$ cat src/rtl/round_robin_distributor.sv
`default_nettype none
// ============================================================================
// Module   : round_robin_distributor
// Purpose  : Fans one valid/ready input stream out to SIZE output channels in
//            round-robin order. Each channel owns a one-entry register buffer.
//            All outputs come from registers; write_ready depends only on
//            registered state and resetn, never on read_ready.
// Ports    : clock        - rising-edge clock
//            resetn       - synchronous, active-low reset
//            write_valid  - upstream beat valid
//            write_data   - upstream beat data [WIDTH]
//            write_ready  - a target buffer is available this cycle
//            read_valid   - per-channel buffer occupied [SIZE]
//            read_data    - packed per-channel data, channel i at [i*WIDTH +: WIDTH]
//            read_ready   - per-channel downstream ready [SIZE]
// Config   : ROUND_ROBIN_DISTRIBUTOR_STRICT_ORDER_EN
//              defined   -> strict rotation: the target is always the pointer
//                           and a busy channel stalls the input
//              undefined -> skip-full selection (first empty channel at or
//                           after the pointer, wrapping)
// Revision : 1.0 - initial release
// ============================================================================
module round_robin_distributor #(
   parameter int WIDTH = 8,
   parameter int SIZE  = 4
) (
   input  logic                    clock,
   input  logic                    resetn,
   input  logic                    write_valid,
   input  logic [WIDTH-1:0]        write_data,
   output logic                    write_ready,
   output logic [SIZE-1:0]         read_valid,
   output logic [SIZE*WIDTH-1:0]   read_data,
   input  logic [SIZE-1:0]         read_ready
);

   localparam int PTR_W = $clog2(SIZE);

   logic [PTR_W-1:0]      r_pointer;
   logic [SIZE-1:0]       r_valid;
   logic [SIZE*WIDTH-1:0] r_data;

   logic [PTR_W-1:0]      w_target;
   logic                  w_found;
   logic                  w_wr;
   logic [SIZE-1:0]       w_rd;

   // (base + offs) mod SIZE, valid for offs in [0, SIZE); SIZE need not be a
   // power of two, so the wrap is explicit rather than relying on overflow.
   function automatic logic [PTR_W-1:0] wrap_idx(input logic [PTR_W-1:0] base,
                                                 input int offs);
      int s;
      s = int'(base) + offs;
      if (s >= SIZE) s = s - SIZE;
      return PTR_W'(s);
   endfunction

`ifdef ROUND_ROBIN_DISTRIBUTOR_STRICT_ORDER_EN
   // Strict rotation: only the pointed-to channel may accept.
   always_comb begin
      w_target = r_pointer;
      w_found  = ~r_valid[r_pointer];
   end
`else
   // Skip-full: first empty channel scanning upward from the pointer.
   // w_found doubles as "any buffer empty".
   always_comb begin
      w_target = r_pointer;
      w_found  = 1'b0;
      for (int k = 0; k < SIZE; k++) begin
         if (!w_found && !r_valid[wrap_idx(r_pointer, k)]) begin
            w_target = wrap_idx(r_pointer, k);
            w_found  = 1'b1;
         end
      end
   end
`endif

   assign write_ready = resetn & w_found;
   assign w_wr        = write_valid & write_ready;
   assign w_rd        = r_valid & read_ready;

   assign read_valid  = r_valid;
   assign read_data   = r_data;

   // The write target is always an empty buffer, so a read clear and a write
   // load never hit the same channel in one cycle; a drained channel becomes
   // eligible only on the following cycle.
   always_ff @(posedge clock) begin
      if (!resetn) begin
         r_pointer <= '0;
         r_valid   <= '0;
         r_data    <= '0;
      end else begin
         if (w_wr) begin
            r_pointer <= wrap_idx(w_target, 1);
         end
         for (int i = 0; i < SIZE; i++) begin
            if (w_rd[i]) begin
               r_valid[i] <= 1'b0;
            end
            if (w_wr && (w_target == PTR_W'(i))) begin
               r_valid[i]                 <= 1'b1;
               r_data[i*WIDTH +: WIDTH]   <= write_data;
            end
         end
      end
   end

endmodule
`default_nettype wire

$ cat config.mk
export PLATFORM = sky130hd
export DESIGN_NAME = round_robin_distributor
export DESIGN_NICKNAME = d
export VERILOG_FILES = /design/src/rtl/round_robin_distributor.sv
export SDC_FILE = /design/constraint.sdc
export NUM_CORES = 1
export LEC_CHECK = 0
export ABC_AREA = 1
export CAP_MARGIN = 15
export CORE_MARGIN = 2
export CORE_UTILIZATION = 49
export DETAILED_ROUTE_END_ITERATION = 8
export GPL_TIMING_DRIVEN = 0
export PLACE_DENSITY = 0.76
export SYNTH_ARGS = -nofsm -noshare
export SYNTH_HDL_FRONTEND = slang
export SYNTH_SLANG_ARGS = --single-unit
export TNS_END_PERCENT = 50
$ cat constraint.sdc
create_clock -name clock -period 2.2 [get_ports clock]
set_clock_uncertainty 0.1 [all_clocks]
set_input_delay 0.55 -clock clock [delete_from_list [all_inputs] [get_ports clock]]
set_output_delay 0.55 -clock clock [all_outputs]
set_load 0.02 [all_outputs]
==> results of run 1 <==
## power breakdown
| group | internal [uW] | total, uW | switching (uW) | leakage [uW] |
|---|---|---|---|---|
| registers | 733 | 759 | 26.8 | 0.000311 |
| clock network | 334 | 575 | 242 | 0.0000579 |
| logic | 261 | 627 | 365 | 0.000940 |
| total | 1330 | 1960 | 634 | 0.00131 |
## flip-flops by register name, summed over array words and instances (netlist names)
register / cells
read_data: 32
read_valid: 4
r_pointer: 2
## per-layer routing
layer  track usage [%]  up-vias
met5                 0        -
met4             7.000        0
met3             4.605        9
met2             44.17       32
met1             28.06      990
li1                  -     1088
## worst min path at each step
| stage | cells after the start | slack (ns) | to | startpoint |
|---|---|---|---|---|
| finish | 2 | 0.37 | read_data[18] | read_data[18] |
| global placement | 2 | 0.36 | read_data[18] | read_data[18] |
| global route | 2 | 0.40 | read_data[19] | read_data[19] |
| detailed placement | 2 | 0.36 | read_data[9] | read_data[9] |
| floorplan | 2 | 0.45 | read_data[13] | read_data[13] |
| CTS | 2 | 0.38 | read_data[18] | read_data[18] |
## cell families (layout without fill, tap and decap cells)
kind of cell / Yosys count / in the layout / share of synthesized area [%]
AO/OA/AOI/OAI: 1 / 1 / 0.3698
buffers and inverters: 34 / 106 / 9.180
flip-flops: 38 / 38 / 37.46
AND/OR/NAND/NOR: 231 / 231 / 52.99
## critical path, cell delays in order, from the launching register on
cell and delay [ns]:
dfxtp_2 0.32, buf_6 0.12, inv_8 0.05, nand2_1 0.06, nand2_2 0.09, nand2_2 0.09, nand2_4 0.06, nor2_4 0.10
nand3_2 0.09, nand2_2 0.08, inv_2 0.04, buf_6 0.12
## metrics by stage
| stage | TNS [ns] | total power (uW) | util, % | setup slack (ns) |
|---|---|---|---|---|
| finish | 0 | 1961 | 71.94 | 0.04039 |
| global route | -0.3085 | 2055 | 71.94 | -0.04742 |
| CTS | 0 | 1929 | 69.94 | 0.007502 |
| detailed placement | -0.3364 | 1320 | 64.84 | -0.3364 |
| global placement | -0.3564 | 1310 | 64.84 | -0.3564 |
| floorplan | 0 | 1146 | - | 0.3082 |
## layout by cell type, fill, tap and decap left out, types with 3 or more instances in the layout
| cell type | n |
|---|---|
| buf_6 | 7 |
| buf_4 | 14 |
| nand2_4 | 4 |
| nor2_1 | 76 |
| nor2_4 | 3 |
| inv_1 | 17 |
| nand3_2 | 6 |
| dfxtp_1 | 34 |
| dfxtp_2 | 3 |
| nand2_2 | 21 |
| nand3_1 | 45 |
| buf_1 | 3 |
| clkinv_2 | 4 |
| nand2_1 | 70 |
| clkdlybuf4s50_1 | 49 |
| clkbuf_8 | 5 |
## timing repair
action / 4_1_cts / 5_1_grt
gates resized for setup: 16 / 16
pin swaps: 5 / 7
setup endpoints to repair: 1 / 20
buffers inserted: 9 / 5
hold endpoints to repair: 0 / 0
## final cells by class
| type | count | area [um^2] | area share (%) |
|---|---|---|---|
| multi-input cells | 232 | 1134 | 39.39 |
| flip-flops and latches | 38 | 768.2 | 26.70 |
| repair buffers | 64 | 606.8 | 21.09 |
| plain buffers | 11 | 98.84 | 3.435 |
| inverters | 23 | 98.84 | 3.435 |
| clock buffers | 5 | 68.82 | 2.391 |
| well taps | 50 | 62.56 | 2.174 |
| clock inverters | 3 | 40.04 | 1.391 |
==> results.md, run 1 <==
* Via Count at approximately 2,100
* Netlist Area Pre-Place at slightly above 0.002 mm^2
* EDFF count, synth at 0
* Fraction of layout cells with a size suffix above 1 at 20.74%
* Worst vdd ir at approximately 470 uV
* Die width at ~70 um
* P_leak at about 0.0013 uW
* Global-route wire length before repair at about 8500 um
* Max layer used: met4
* Ys flop type: dfxtp_1
* Die Height at between 60 and 70 um
* Final ANT Viol Nets at 0
* Final wirelength at approximately 5400 um
* PD cells at slightly below 700 mW/mm^2
* YS warnings at 0
* Ports at 52
* Initial antenna violation count at 0
* Worst-case reg-to-reg path depth at 15
* Routed length on met3 at about 180 um
* Placed Area at 0.002594 mm^2
* Vias per cell at 4.974
* Max Slew Vio Count at 0
* Kind of critical path: reg2out
* Largest area contributor in the synthesized netlist: dfxtp_1
* Headroom to the max-slew limit at 69.23%
* Worst Setup End Kind: primary output
* CTS tree: built
* Top post-synthesis cells by area: dfxtp_1 (37%), nand2_1 (15%), nor2_1 (14%)
* R2R setup slack at between 0.1 and 0.15 ns
* Number of detailed-route iterations in the first pass at 4
* Final Non-Filler Cells at 426
* Core Rows at 23
* Worst Setup SP: r_pointer[1]
* Vias in the first global route at slightly below 2,000
* Slew @ Worst Pin at approximately 0.46 ns
* Min Tclk post-route at 2.160 ns
* Crit path DAT at approximately 1.5 ns
* CTS root buffer: clkbuf_8
* Syn Inst Count at slightly above 300
* Residual DRC at 0
* Area Growth Syn to Fin at 41.71%
* Longest Clk Path Bufs at 2
* Hold buffers post-CTS at 0
* Crit path max fanout at 8
* Later-pin clock latency in the skew report at about 0.28 ns
* WL/cell at ~13 um
* Fraction of registers with async set/reset at 0%
* Worst R2R Start: r_pointer[1]
* Largest net degree at the start of global routing at 13
* Crit path capture: write_ready
* Share of the synthesized area in the top cell type at 37.46%
* Nets at just under 400
* DP Cell Count at ~400
* H-tree level count at 2
* Top cells by count, synth: nand2_1 (82), nor2_1 (76), nand3_1 (47), dfxtp_1 (38), inv_1 (18)
* Setup-failing EPs final at 0
* Starting Density at between 50% and 60%
* RSZ-0062 raised after global routing: yes
* Max Cap Viol at 0
* DRT iter0 DRCs at roughly 120
* WL met1 at ~2300 um
* CTS sink count at 38
* Fill cell count at ~360
* Post-synthesis area per instance at approximately 6.7 um^2
* Hold WC Path Type: reg2reg
* Crit path launch type: flop
* Gr usage total at about a quarter
* Seq/Total Area, Yosys at 37.46%
* RD Place Congestion at between 0.7 and 0.8
* Die ar. at ~0.0047 mm^2
* Fin Hold WS at around 0.37 ns
* FF+latch count, synth at 38
* Status: finished clean
* CP required at ~1.6 ns
* Post-synth cell types at 22
* Final hold violation count at 0
* TritonCTS Buffers at 5
* Reg2Reg Capture Point: read_data[29]
* Max Freq at 463.0 MHz
* Port-buffer cells at 50
* Wire length on met2 at between 2000 and 3000 um
* CTS clk-pin slew, worst paths at around 0.070 ns
* Core area at ~0.0040 mm^2
* Grt ovf at 0
* Final period util at a little over nine tenths
* Syn nets at about 320
* Post-route cell area at between 0.002 and 0.003 mm^2
* Diode count at 0
* Top-count cell post-synth: nand2_1
* Detailed placement HPWL at about 3800 um
Note: power is estimated with default switching activity, not from simulation.
==> run 2: changes to the inputs <==
Settings changed: PLACE_DENSITY 0.76 to not set, PLACE_DENSITY_LB_ADDON set to 0.05.
==> results.md, run 2 (same netlist as run 1, synthesis figures left out) <==
* Status: finished clean
* CTS clk-pin slew, worst paths at 0.06 ns
* Gr usage total at between 20% and 30%
* Critical path's slowest cell: dfxtp_2
* Commonest non-fill, non-tap cell in the layout: nor2_1
* Max Freq at around 460 MHz
* Routed length on met3 at around 300 um
* CTS sink count at 38
* Headroom to the max-slew limit at a little under three quarters
* Fin Hold WS at 0.3808 ns
* Area Growth Syn to Fin at 50.46%
* Port-buffer cells at 50
* Hold WC Path Type: reg2reg
* Longest Clk Path Bufs at 2
* Commonest non-fill, non-tap cells in the layout: nor2_1 (76), nand2_1 (64), clkdlybuf4s50_1 (49)
* WL met1 at between 2000 and 2500 um
* Wire length on met2 at 2927 um
* CP peak stage delay at about 0.32 ns
* Setup-failing EPs final at 0
* Crit path buf inv count at 3
* Global-route wire length before repair at approximately 8400 um
* CP cell instances: buf_8 -> nand2_1 -> nand2_4 -> nand2_2 -> nand2_2 -> nor2_4 -> nand3_4 -> nand2_2 -> inv_2 -> buf_6
* Crit path DAT at approximately 1.5 ns
* Vias in the first global route at between 1,500 and 2,000
* WL/cell at 13.08 um
* Final period util at between 90% and 100%
* Crit path launch type: flop
* TritonCTS Buffers at 5
* Largest net degree at the start of global routing at 11
* Final core occ at around three quarters
* Die width at slightly below 70 um
* Worst vdd ir at between 400 and 500 uV
* Crit path max fanout at 8
* CTS tree: built
* Nets at 407
* Later-pin clock latency in the skew report at roughly 0.29 ns
* Kind of critical path: reg2out
* RD Place Congestion at between 0.7 and 0.8
* P_leak at 0.001384 uW
* Die Height at 68.38 um
* Grt ovf at 0
* Min Tclk post-route at 2.172 ns
* Hold buffers post-CTS at 0
* Initial antenna violation count at 0
* PD cells at ~630 mW/mm^2
* Die ar. at ~0.0047 mm^2
* Max layer used: met4
* Max FFs per register at 32
* Diode count at 0
* Cell mode on critical path: nand2_2
* Starting Density at 50.77%
* RSZ-0062 raised after global routing: yes
* Detailed placement HPWL at ~3700 um
* DRT iter0 DRCs at 95
* Ports at 52
* Vias per cell at between 5 and 6
* Number of detailed-route iterations in the first pass at 4
* H-tree level count at 2
* CP required at between 1.5 and 2 ns
* Final ANT Viol Nets at 0
* Slew @ Worst Pin at 0.4317 ns
* Fraction of layout cells with a size suffix above 1 at 26.28%
* Via Count at 2,214
* CTS root buffer: clkbuf_8
* Final hold violation count at 0
* Max Cap Viol at 0
* Worst Setup End Kind: primary output
* Core Rows at 23
* Core area at between 0.004 and 0.005 mm^2
* Final wirelength at just under 6000 um
* Max Slew Vio Count at 0
* Residual DRC at 0
* Family with the most delay on the worst path: simple AND/OR/NAND/NOR gates
==> run 2: cell types whose count changed in the layout (fill, tap and decap cells not counted), sizes merged <==
cell / change
bufinv: -1
clkinv: -2
buf: +16
clkbuf: +2
nor2: +1
==> run 2: layout make-up <==
type | instances | area [um^2]
Buffer | 11 | 102.6
Clock buffer | 7 | 76.32
Fill cell | 310 | 944.7
Inverter | 23 | 101.3
Multi-Input combinational cell | 233 | 1206
Sequential cell | 38 | 775.7
Tap cell | 50 | 62.56
Timing Repair Buffer | 80 | 730.7
==> run 2: power by group <==
| part | internal [uW] | switching, uW |
|---|---|---|
| clock | 218 | 223 |
| combinational | 317 | 402 |
| sequential | 732 | 28.9 |
| total | 1270 | 654 |
==> run 2: stage by stage <==
step | total power [uW] | instance area [um^2] | TNS (ns) | std cells | setup WS (ns)
after floorplan | 1146 | 2031 | 0 | 304 | 0.3082
after global placement | 1313 | 2594 | -0.2946 | 404 | -0.2946
after detailed placement | 1319 | 2594 | -0.3080 | 404 | -0.3080
after CTS | 1816 | 2824 | -0.00008504 | 425 | -0.00008504
after global routing | 2023 | 3055 | -0.6671 | 442 | -0.06702
final | 1921 | 3055 | 0 | 442 | 0.02788
==> run 2: timing repair <==
item | 4_1_cts | 5_1_grt
pin swaps | 9 | 14
setup endpoints to repair | 1 | 38
gates resized for setup | 26 | 33
buffers inserted | 14 | 12
gates cloned | 0 | 5
==> run 2: path summary, 6_finish.rpt <==
| check | to | startpoint | cells past startpoint | slack, ns |
|---|---|---|---|---|
| worst min-delay path | read_data[25] | read_data[25] | 2 | 0.38 |
| worst max register to register | read_data[29] | r_pointer[1] | 16 | 0.04 |
| worst max-delay path | write_ready | r_pointer[1] | 10 | 0.03 |
| worst min register to register | read_data[25] | read_data[25] | 2 | 0.38 |
==> run 2: routing by layer <==
metal	track usage, %	vias up
li1	-	1123
met5	0	-
met4	6.750	0
met2	42.48	62
met3	5.757	12
met1	29.93	1017
==> run 2: worst reg2reg max path, stage by stage, from the launching register on <==
cell	delay [ns]
dfxtp_2	0.32
buf_8	0.14
nand2_1	0.12
nand2_4	0.08
buf_4	0.13
buf_4	0.12
nand2_1	0.06
nand2_2	0.08
nand3_2	0.09
clkinv_1	0.09
nand2_1	0.10
nand3_2	0.11
nand2_4	0.17
buf_6	0.14
nand3_1	0.07
nand2_1	0.10
nor2_1	0.05
==> run 3: changes to the inputs <==
Settings changed: CAP_MARGIN 15 to not set.
==> results of run 3 <==
No change in the layout: final DEF, timing and power equal those of run 2.
